File: config.mk
export PLATFORM = sky130hd
export DESIGN_NAME = phased_row_decoder
export DESIGN_NICKNAME = d
export VERILOG_FILES = /design/src/rtl/phased_cache_pkg.sv /design/src/rtl/onehot_decoder.sv /design/src/rtl/phased_row_decoder.sv
export SDC_FILE = /design/constraint.sdc
export NUM_CORES = 1
export LEC_CHECK = 0
export BUFFER_PORTS_ARGS = -buffer_cell sky130_fd_sc_hd__buf_4
export CAP_MARGIN = 25
export CELL_PAD_IN_SITES_DETAIL_PLACEMENT = 0
export CELL_PAD_IN_SITES_GLOBAL_PLACEMENT = 1
export CORE_MARGIN = 2
export CORE_UTILIZATION = 35
export DETAILED_ROUTE_END_ITERATION = 6
export GPL_TIMING_DRIVEN = 0
export PLACE_DENSITY_LB_ADDON = 0.1
export SLEW_MARGIN = 20
export SYNTH_ARGS = -nofsm -noshare
export SYNTH_HDL_FRONTEND = slang
export SYNTH_SLANG_ARGS = --single-unit
export TNS_END_PERCENT = 20
File: constraint.sdc
create_clock -name clk -period 1.45 [get_ports clk]
set_input_delay 0.0725 -clock clk [delete_from_list [all_inputs] [get_ports clk]]
set_output_delay 0.0725 -clock clk [all_outputs]
set_load 0.01 [all_outputs]
File: src/rtl/phased_cache_pkg.sv
// Shared types for the phased cache row decoder: FSM state encoding and default index width.
package phased_cache_pkg;

   localparam int IDX_W_DEF = 4;

   typedef enum logic [1:0] {
      IDLE = 2'd0,
      TAG  = 2'd1,
      CMP  = 2'd2,
      DATA = 2'd3
   } state_e;

endpackage

File: src/rtl/onehot_decoder.sv
// Combinational index to one-hot decoder; the output is all-zero while i_en is low.
module onehot_decoder #(
   parameter int IDX_W = 4
) (
   input  logic [IDX_W-1:0]      i_idx,
   input  logic                  i_en,
   output logic [(2**IDX_W)-1:0] o_onehot
);

   always_comb begin
      o_onehot = '0;
      if (i_en) o_onehot[i_idx] = 1'b1;
   end

endmodule

File: src/rtl/phased_row_decoder.sv
// Registered tag/data row-enable decoder for the phased cache.
// Build option: PHASED_ROW_DECODER_PARALLEL_EN reads data rows alongside tag rows (no DATA phase).
//
// state | meaning
// IDLE  | ready for a request; completion pulse cycle
// TAG   | tag-array row enable asserted
// CMP   | tag_hit sampled
// DATA  | data-array row enable asserted (hit only, phased build)
module phased_row_decoder
   import phased_cache_pkg::*;
#(
   parameter int IDX_W = IDX_W_DEF
) (
   input  logic                  clk,
   input  logic                  rst_n,
   input  logic                  req_valid,
   output logic                  req_ready,
   input  logic [IDX_W-1:0]      req_idx,
   input  logic                  req_en,
   output logic [(2**IDX_W)-1:0] tag_rd_en,
   input  logic                  tag_hit,
   output logic [(2**IDX_W)-1:0] data_rd_en,
   output logic                  done_valid,
   output logic                  done_hit
);

   localparam int OUT_W = 2**IDX_W;

   state_e             r_state;
   logic [IDX_W-1:0]   r_idx;
   logic               r_en;
   logic [OUT_W-1:0]   r_tag_rd_en;
   logic [OUT_W-1:0]   r_data_rd_en;
   logic               r_done_valid;
   logic               r_done_hit;

   logic [IDX_W-1:0]   w_dec_idx;
   logic               w_dec_en;
   logic [OUT_W-1:0]   w_dec;

   // In IDLE the live request is decoded so the tag enable lands in the cycle after acceptance;
   // later phases re-decode the latched index.
   assign w_dec_idx = (r_state == IDLE) ? req_idx : r_idx;
   assign w_dec_en  = (r_state == IDLE) ? req_en  : r_en;

   onehot_decoder #(.IDX_W(IDX_W)) u_dec (
      .i_idx    (w_dec_idx),
      .i_en     (w_dec_en),
      .o_onehot (w_dec)
   );

   always_ff @(posedge clk or negedge rst_n) begin
      if (!rst_n) begin
         r_state      <= IDLE;
         r_idx        <= '0;
         r_en         <= 1'b0;
         r_tag_rd_en  <= '0;
         r_data_rd_en <= '0;
         r_done_valid <= 1'b0;
         r_done_hit   <= 1'b0;
      end else begin
         r_tag_rd_en  <= '0;
         r_data_rd_en <= '0;
         r_done_valid <= 1'b0;
         r_done_hit   <= 1'b0;
         case (r_state)
            IDLE: begin
               if (req_valid) begin
                  r_idx <= req_idx;
                  r_en  <= req_en;
                  if (req_en) begin
                     r_state     <= TAG;
                     r_tag_rd_en <= w_dec;
`ifdef PHASED_ROW_DECODER_PARALLEL_EN
                     r_data_rd_en <= w_dec;
`endif
                  end else begin
                     r_done_valid <= 1'b1;
                  end
               end
            end
            TAG: r_state <= CMP;
            CMP: begin
`ifdef PHASED_ROW_DECODER_PARALLEL_EN
               r_state      <= IDLE;
               r_done_valid <= 1'b1;
               r_done_hit   <= tag_hit;
`else
               if (tag_hit) begin
                  r_state      <= DATA;
                  r_data_rd_en <= w_dec;
               end else begin
                  r_state      <= IDLE;
                  r_done_valid <= 1'b1;
               end
`endif
            end
            DATA: begin
               r_state      <= IDLE;
               r_done_valid <= 1'b1;
               r_done_hit   <= 1'b1;
            end
            default: r_state <= IDLE;
         endcase
      end
   end

   assign req_ready  = (r_state == IDLE);
   assign tag_rd_en  = r_tag_rd_en;
   assign data_rd_en = r_data_rd_en;
   assign done_valid = r_done_valid;
   assign done_hit   = r_done_hit;

endmodule

### Word level (Yosys, flattened, before mapping)

Index checks and enable logic that the tools add are counted.

| cells by class | value |
|---|---|
| $add $sub $neg | 0 |
| multiply operators | 0 |
| divide/modulo/power cells | 0 |
| magnitude comparators | 2 |
| equality and inequality tests | 5 |
| shift operators | 0 |
| mux-type cells | 19 |
| bitwise logic cells | 0 |
| reduce and logical (&&, ||, !) cells | 4 |

Operators with widths:

| cell | number |
|---|---|
| two-way mux 16 bit | 6 |
| one-hot mux 2 bit (4 select lines) | 1 |
| two-way mux 1 bit | 6 |
| two-way mux 2 bit | 3 |
| < comparator 4 x 5 -> 1 bit (second input constant) | 1 |
| demux 1 bit (select 4 bit) | 1 |
| == test 2 bit (second input constant) | 2 |
| greater-or-equal comparator 4 x 1 -> 1 bit (second input constant) | 1 |
| two-way mux 4 bit | 1 |
| AND reduction 2 bit | 2 |
| one-hot mux 1 bit (3 select lines) | 1 |
| == test 2 x 1 -> 1 bit (second input constant) | 1 |
| zero test 2 bit | 1 |
| inequality test 2 x 1 -> 1 bit (second input constant) | 1 |
| inequality test 2 bit (second input constant) | 1 |
| logical AND 1 bit | 1 |

| word-level totals | value |
|---|---|
| flip-flop bits (word level) | 41 |
| latch bits | 0 |
| RAM bits | 0 |
| bits in read-only memories | 0 |
| input bits | 9 |
| memories | 0 |

### Longest topological paths before layout

| depth | value |
|---|---|
| depth in word-level cells | 10 |
| mapped depth | 6 |
| mapped depth without buffers | 4 |

### Cells and area by module

Synthesis repeated with hierarchy kept, for this count alone.

| unflattened totals | value |
|---|---|
| cells, all modules | 123 |
| area total of the unflattened synthesis | 1635.3 um2 |

By module, submodules not included:

| module | instances | cells an instance | area an instance (um2) |
|---|---|---|---|
| phased_row_decoder | 1 | 100 | 1517.7 |
| onehot_decoder | 1 | 23 | 117.6 |

### Worst setup path before layout

OpenSTA, ideal clock, no wires.

| timing | value |
|---|---|
| kind | reg2reg |
| start point | reg r_state[0] |
| end point | reg r_idx[2] |
| arrival | 1303 ps |
| required time | 1322 ps |
| path slack | 19 ps |
| stages on the path, launching flop included | 7 |
| buffers on the path | 2 |
| clock period less this slack | 1431 ps |
| path through | dfrtp_1 > buf_2 > or2_1 > buf_6 > clkinv_2 > nand2_2 > mux2_1 |

| between the ends | value |
|---|---|
| cells in the longest elaborated chain, start to end | 2 |

RTL lines:

| item | RTL line | RTL |
|---|---|---|
| start, declared | phased_row_decoder.sv:29 | `state_e r_state;` |
| start signal, assigned | phased_row_decoder.sv:54 | `r_state <= IDLE;` |
| start signal, assigned | phased_row_decoder.sv:72 | `r_state <= TAG;` |
| start signal, assigned | phased_row_decoder.sv:82 | `TAG: r_state <= CMP;` |
| zero test 2 bit | -- |  |
| net req_ready | phased_row_decoder.sv:17 | `output logic req_ready,` |
| AND reduction 2 bit (no line) | -- |  |
| end signal, assigned | phased_row_decoder.sv:69 | `r_idx <= req_idx;` |
| end, declared | phased_row_decoder.sv:30 | `logic [IDX_W-1:0] r_idx;` |

The timed path passes the listed nets, and every way through them passes these cells.
A chain may end at the register's enable or synchronous reset.

### Final worst setup path

| timing | value |
|---|---|
| start point | reg r_state[0] |
| end point | reg r_idx[1] |

| between the ends | value |
|---|---|
| cells in the longest elaborated chain, start to end | 2 |

RTL lines:

| item | RTL line | RTL |
|---|---|---|
| zero test 2 bit | phased_row_decoder.sv:66 | `case (r_state)` |
| AND reduction 2 bit (no line) | -- |  |

No other way between the ends.

==> metrics.log <==
[metrics] CTS tree: yes
[metrics] Finished Layout Cells: approximately 220
[metrics] Die Height: 69.9 µm
[metrics] filler cell count in the final layout: 382
[metrics] area of combinational cells with multiple inputs: about 510 µm²
[metrics] Final Power: between 3 and 4 mW
[metrics] number of nets in the finished design: ~180
[metrics] Antenna Diode Count: 0
[metrics] insertion delay of the later-clocked pin in the worst-skew pair: about 0.28 ns
[metrics] setup total negative slack: 0 ns
[metrics] placed instance area: about 1900 µm²
[metrics] HPWL after detailed placement: around 2.3 mm
[metrics] part of the Yosys area used for sequential elements: 67.4%
[metrics] floorplan die area: approximately 4900 µm²
[metrics] combinational family with the most area after synthesis: simple AND/OR/NAND/NOR gates
[metrics] Max Buffers Root-to-Sink: 2
[metrics] CTS sink count: between 40 and 50
[metrics] post-layout minimum cycle time: about 1.4 ns
[metrics] number of cells in the design after placement: 213
[metrics] utilization after layout: slightly above 50%
[metrics] Die Width: approximately 70 µm
[metrics] detail-routed via count per cell: ~4.8
[metrics] overall fraction of global-route tracks in use: between 10 and 15%
[metrics] iteration count of the initial detailed-routing pass: 4
[metrics] Synth Area per Inst: roughly 13 µm²
[metrics] post-synthesis share of cell area spent on xor and xnor gates: 0%
[metrics] count of endpoints failing hold in the final timing report: 0
[metrics] clock tree root buffer cell: clkbuf_8
[metrics] total of endpoints with negative setup slack in the final report: 0
[metrics] CTS clock-pin slew for the worst setup and hold paths: approximately 0.08 ns
[metrics] FF+latch area: slightly above 1000 µm²
[metrics] routability congestion estimate: 0.736
[metrics] Max Fclk: about 0.7 GHz
[metrics] count of cells along the worst register-to-register path: 5
[metrics] pin count of the biggest net entering global routing: 42
[metrics] power per cell area: ~1600 nW/µm²
[metrics] Critical Setup Path Class: flip-flop to flip-flop
[metrics] total of flip-flops plus latches after synthesis: between 40 and 50
[metrics] critical path fanouts, max: 7
[metrics] Post-Synthesis Net Count: 130
[metrics] maximum level of the CTS H-tree: 2
[metrics] worst rel slew slack: between 60% and 70%
[metrics] endpoint arrival time on the critical path: about 1.6 ns
[metrics] post-synthesis share of cell area spent on and, or, nand and nor gates: roughly a fifth
[metrics] netlist area before placement: ~1500 µm²
[metrics] compound-gate portion of the synthesized area: under 10%
[metrics] number of synthesized flops with an enable pin: 0
[metrics] Starting DRT DRC Count: 24
[metrics] Max Slew Vio Count: 0
[metrics] boundary pin count: 44
[metrics] class of the tightest hold or removal check: input pin to flip-flop
[metrics] transition time at the pin with the least slew margin: ~0.50 ns
[metrics] Layout area overhead: 38.1%
[metrics] status: complete, no violations
[metrics] setup repair after global routing missed its margin: yes
[metrics] detail-routed net length per standard cell: ~15 µm
[metrics] Worst IR Drop VDD: ~0.0011 V
[metrics] P_leak: 1.03 nW
[metrics] number of CTS-inserted buffers: 5
[metrics] core region area: 4090 µm²
[metrics] # port buffers: between 40 and 50
[metrics] antenna violations before repair: 0
[metrics] number of remaining DRC errors: 0
[metrics] Core Rows: 23
[metrics] total detailed-routing wirelength: 3.26 mm
[metrics] total overflow reported by the global router: 0
[metrics] global-route wire length before repair: approximately 5.5 mm
[metrics] Mapped Cells: 121
[metrics] number of distinct library cells after synthesis: 31
[metrics] final cycle utilization of the critical path: between 90% and 100%
[metrics] number of stages on the worst hold path: 2
[metrics] Primary FF master, synth: dfrtp_1
[metrics] Setup Skew: about 0.0053 ns
[metrics] area of all placed cells without fillers: around 2100 µm²
[metrics] initial cell density of the core: approximately 37%
[metrics] post-synthesis share of cell area spent on full adders, half adders and majority gates: 0%
[metrics] total via count in the routed design: roughly 1100
[metrics] Worst Setup Start Kind: flip-flop
[metrics] required time at the endpoint of the critical path: 1.62 ns
[metrics] # Max-Cap Violations: 0
[metrics] ys async rst share: 100%
[metrics] Synth Warn #: 0
[metrics] number of global-route vias before repair: approximately 1100
[metrics] post-route ant nets: 0
[metrics] portion of netlist area occupied by mux cells: roughly 5.6%
[metrics] share of cells above drive strength 1: around two fifths
[metrics] kind of end point of the critical path: flip-flop
==> cells in the final DEF (no fill, tap or decap), types with 2 or more instances in the layout <==
master and count:
dfrtp_1 40, nor3_2 4, clkbuf_8 6, nand4_1 4
clkbuf_1 2, mux2_1 4, nand2b_1 3, mux2_4 2
buf_4 44, nor3_1 6, nand2_1 2, nor2_1 25
a31oi_4 2, nand3_1 2, nor2b_1 3, inv_1 2
==> per-stage QoR <==
| stage | setup WS, ns | hold slack, ns |
|---|---|---|
| 2_1_floorplan | 0.0195 | -0.223 |
| 3_3_place_gp | -0.197 | 0.0673 |
| 3_5_place_dp | -0.228 | 0.0761 |
| 4_1_cts | -0.00442 | 0.0274 |
| 5_1_grt | -0.0518 | 0.0452 |
| 6_report | 0.0291 | 0.0413 |
==> state kept, by name, summed over array words and instances (netlist names) <==
| signal | flops |
|---|---|
| data_rd_en | 16 |
| done_hit | 1 |
| r_state | 2 |
| r_idx | 4 |
| tag_rd_en | 16 |
| done_valid | 1 |
| r_en | 1 |
==> final timing paths <==
| check | start | endpoint | slack [ns] |
|---|---|---|---|
| worst max register to register | r_state[0] | r_idx[1] | 0.03 |
| worst min-delay path | req_idx[3] | r_idx[3] | 0.04 |
| min in group asynchronous | rst_n | tag_rd_en[14] | 0.30 |
| max in group asynchronous | rst_n | r_state[0] | 0.78 |
| worst max-delay path | r_state[0] | r_idx[1] | 0.03 |
| worst min register to register | r_en | r_en | 0.55 |
==> per-layer routing <==
metal | GRT usage (%) | vias to the layer above | wire length (µm)
met5 | 0 | - | 0
met4 | 4.06 | 0 | 35
met3 | 5.34 | 5 | 167
met2 | 23.4 | 30 | 1570
met1 | 19.2 | 518 | 1490
li1 | - | 508 | -
==> area by class of cell <==
| cell class | instances | share of cell area [%] |
|---|---|---|
| clock inverter | 2 | 1.79 |
| multi-input combinational | 72 | 24.5 |
| inverter | 3 | 0.596 |
| clock buffer | 6 | 3.93 |
| timing repair buffer | 45 | 16.2 |
| tap | 50 | 2.98 |
| sequential | 41 | 48.9 |
| buffer | 4 | 1.13 |
==> what timing repair did <==
| action | 4_1_cts | 5_1_grt |
|---|---|---|
| hold endpoints to repair | 41 | 0 |
| resized for setup | 8 | 3 |
| pin swaps | 1 | 7 |
| setup endpoints to repair | 35 | 22 |
| gates cloned | 0 | 0 |
| hold buffers | 1 | 0 |
| setup buffers | 2 | 0 |
==> cells in the mapped netlist, types with 2 or more instances <==
library cell	n	area share [%]
mux2_1	4	3.0
nand3_1	2	0.66
nor2_1	25	6.2
a31oi_2	2	1.6
dfrtp_1	41	67
inv_1	2	0.49
nand2b_1	3	1.2
nor2b_1	3	1.2
nand2_1	3	0.74
nor3_2	3	2.0
clkbuf_1	3	0.74
nor3_1	7	2.3
mux2_4	2	2.0
nand4_1	4	1.6
==> where the power goes <==
group	switching [mW]	internal (mW)
clock	0.374	0.559
combinational	0.665	0.455
sequential	0.131	1.28
total	1.17	2.29
==> kinds of logic after synthesis <==
logic type,count (synthesis)
AND/OR/NAND/NOR,59
flip-flops,41
multiplexers,7
buffers and inverters,8
AO/OA/AOI/OAI,6
==> critical path, stage by stage (launching register included) <==
cell	delay, ns
dfrtp_2	0.45
or2_1	0.23
buf_6	0.15
clkinv_2	0.09
nand2_4	0.08
mux2_1	0.31
(Power assumes the default switching activity.)
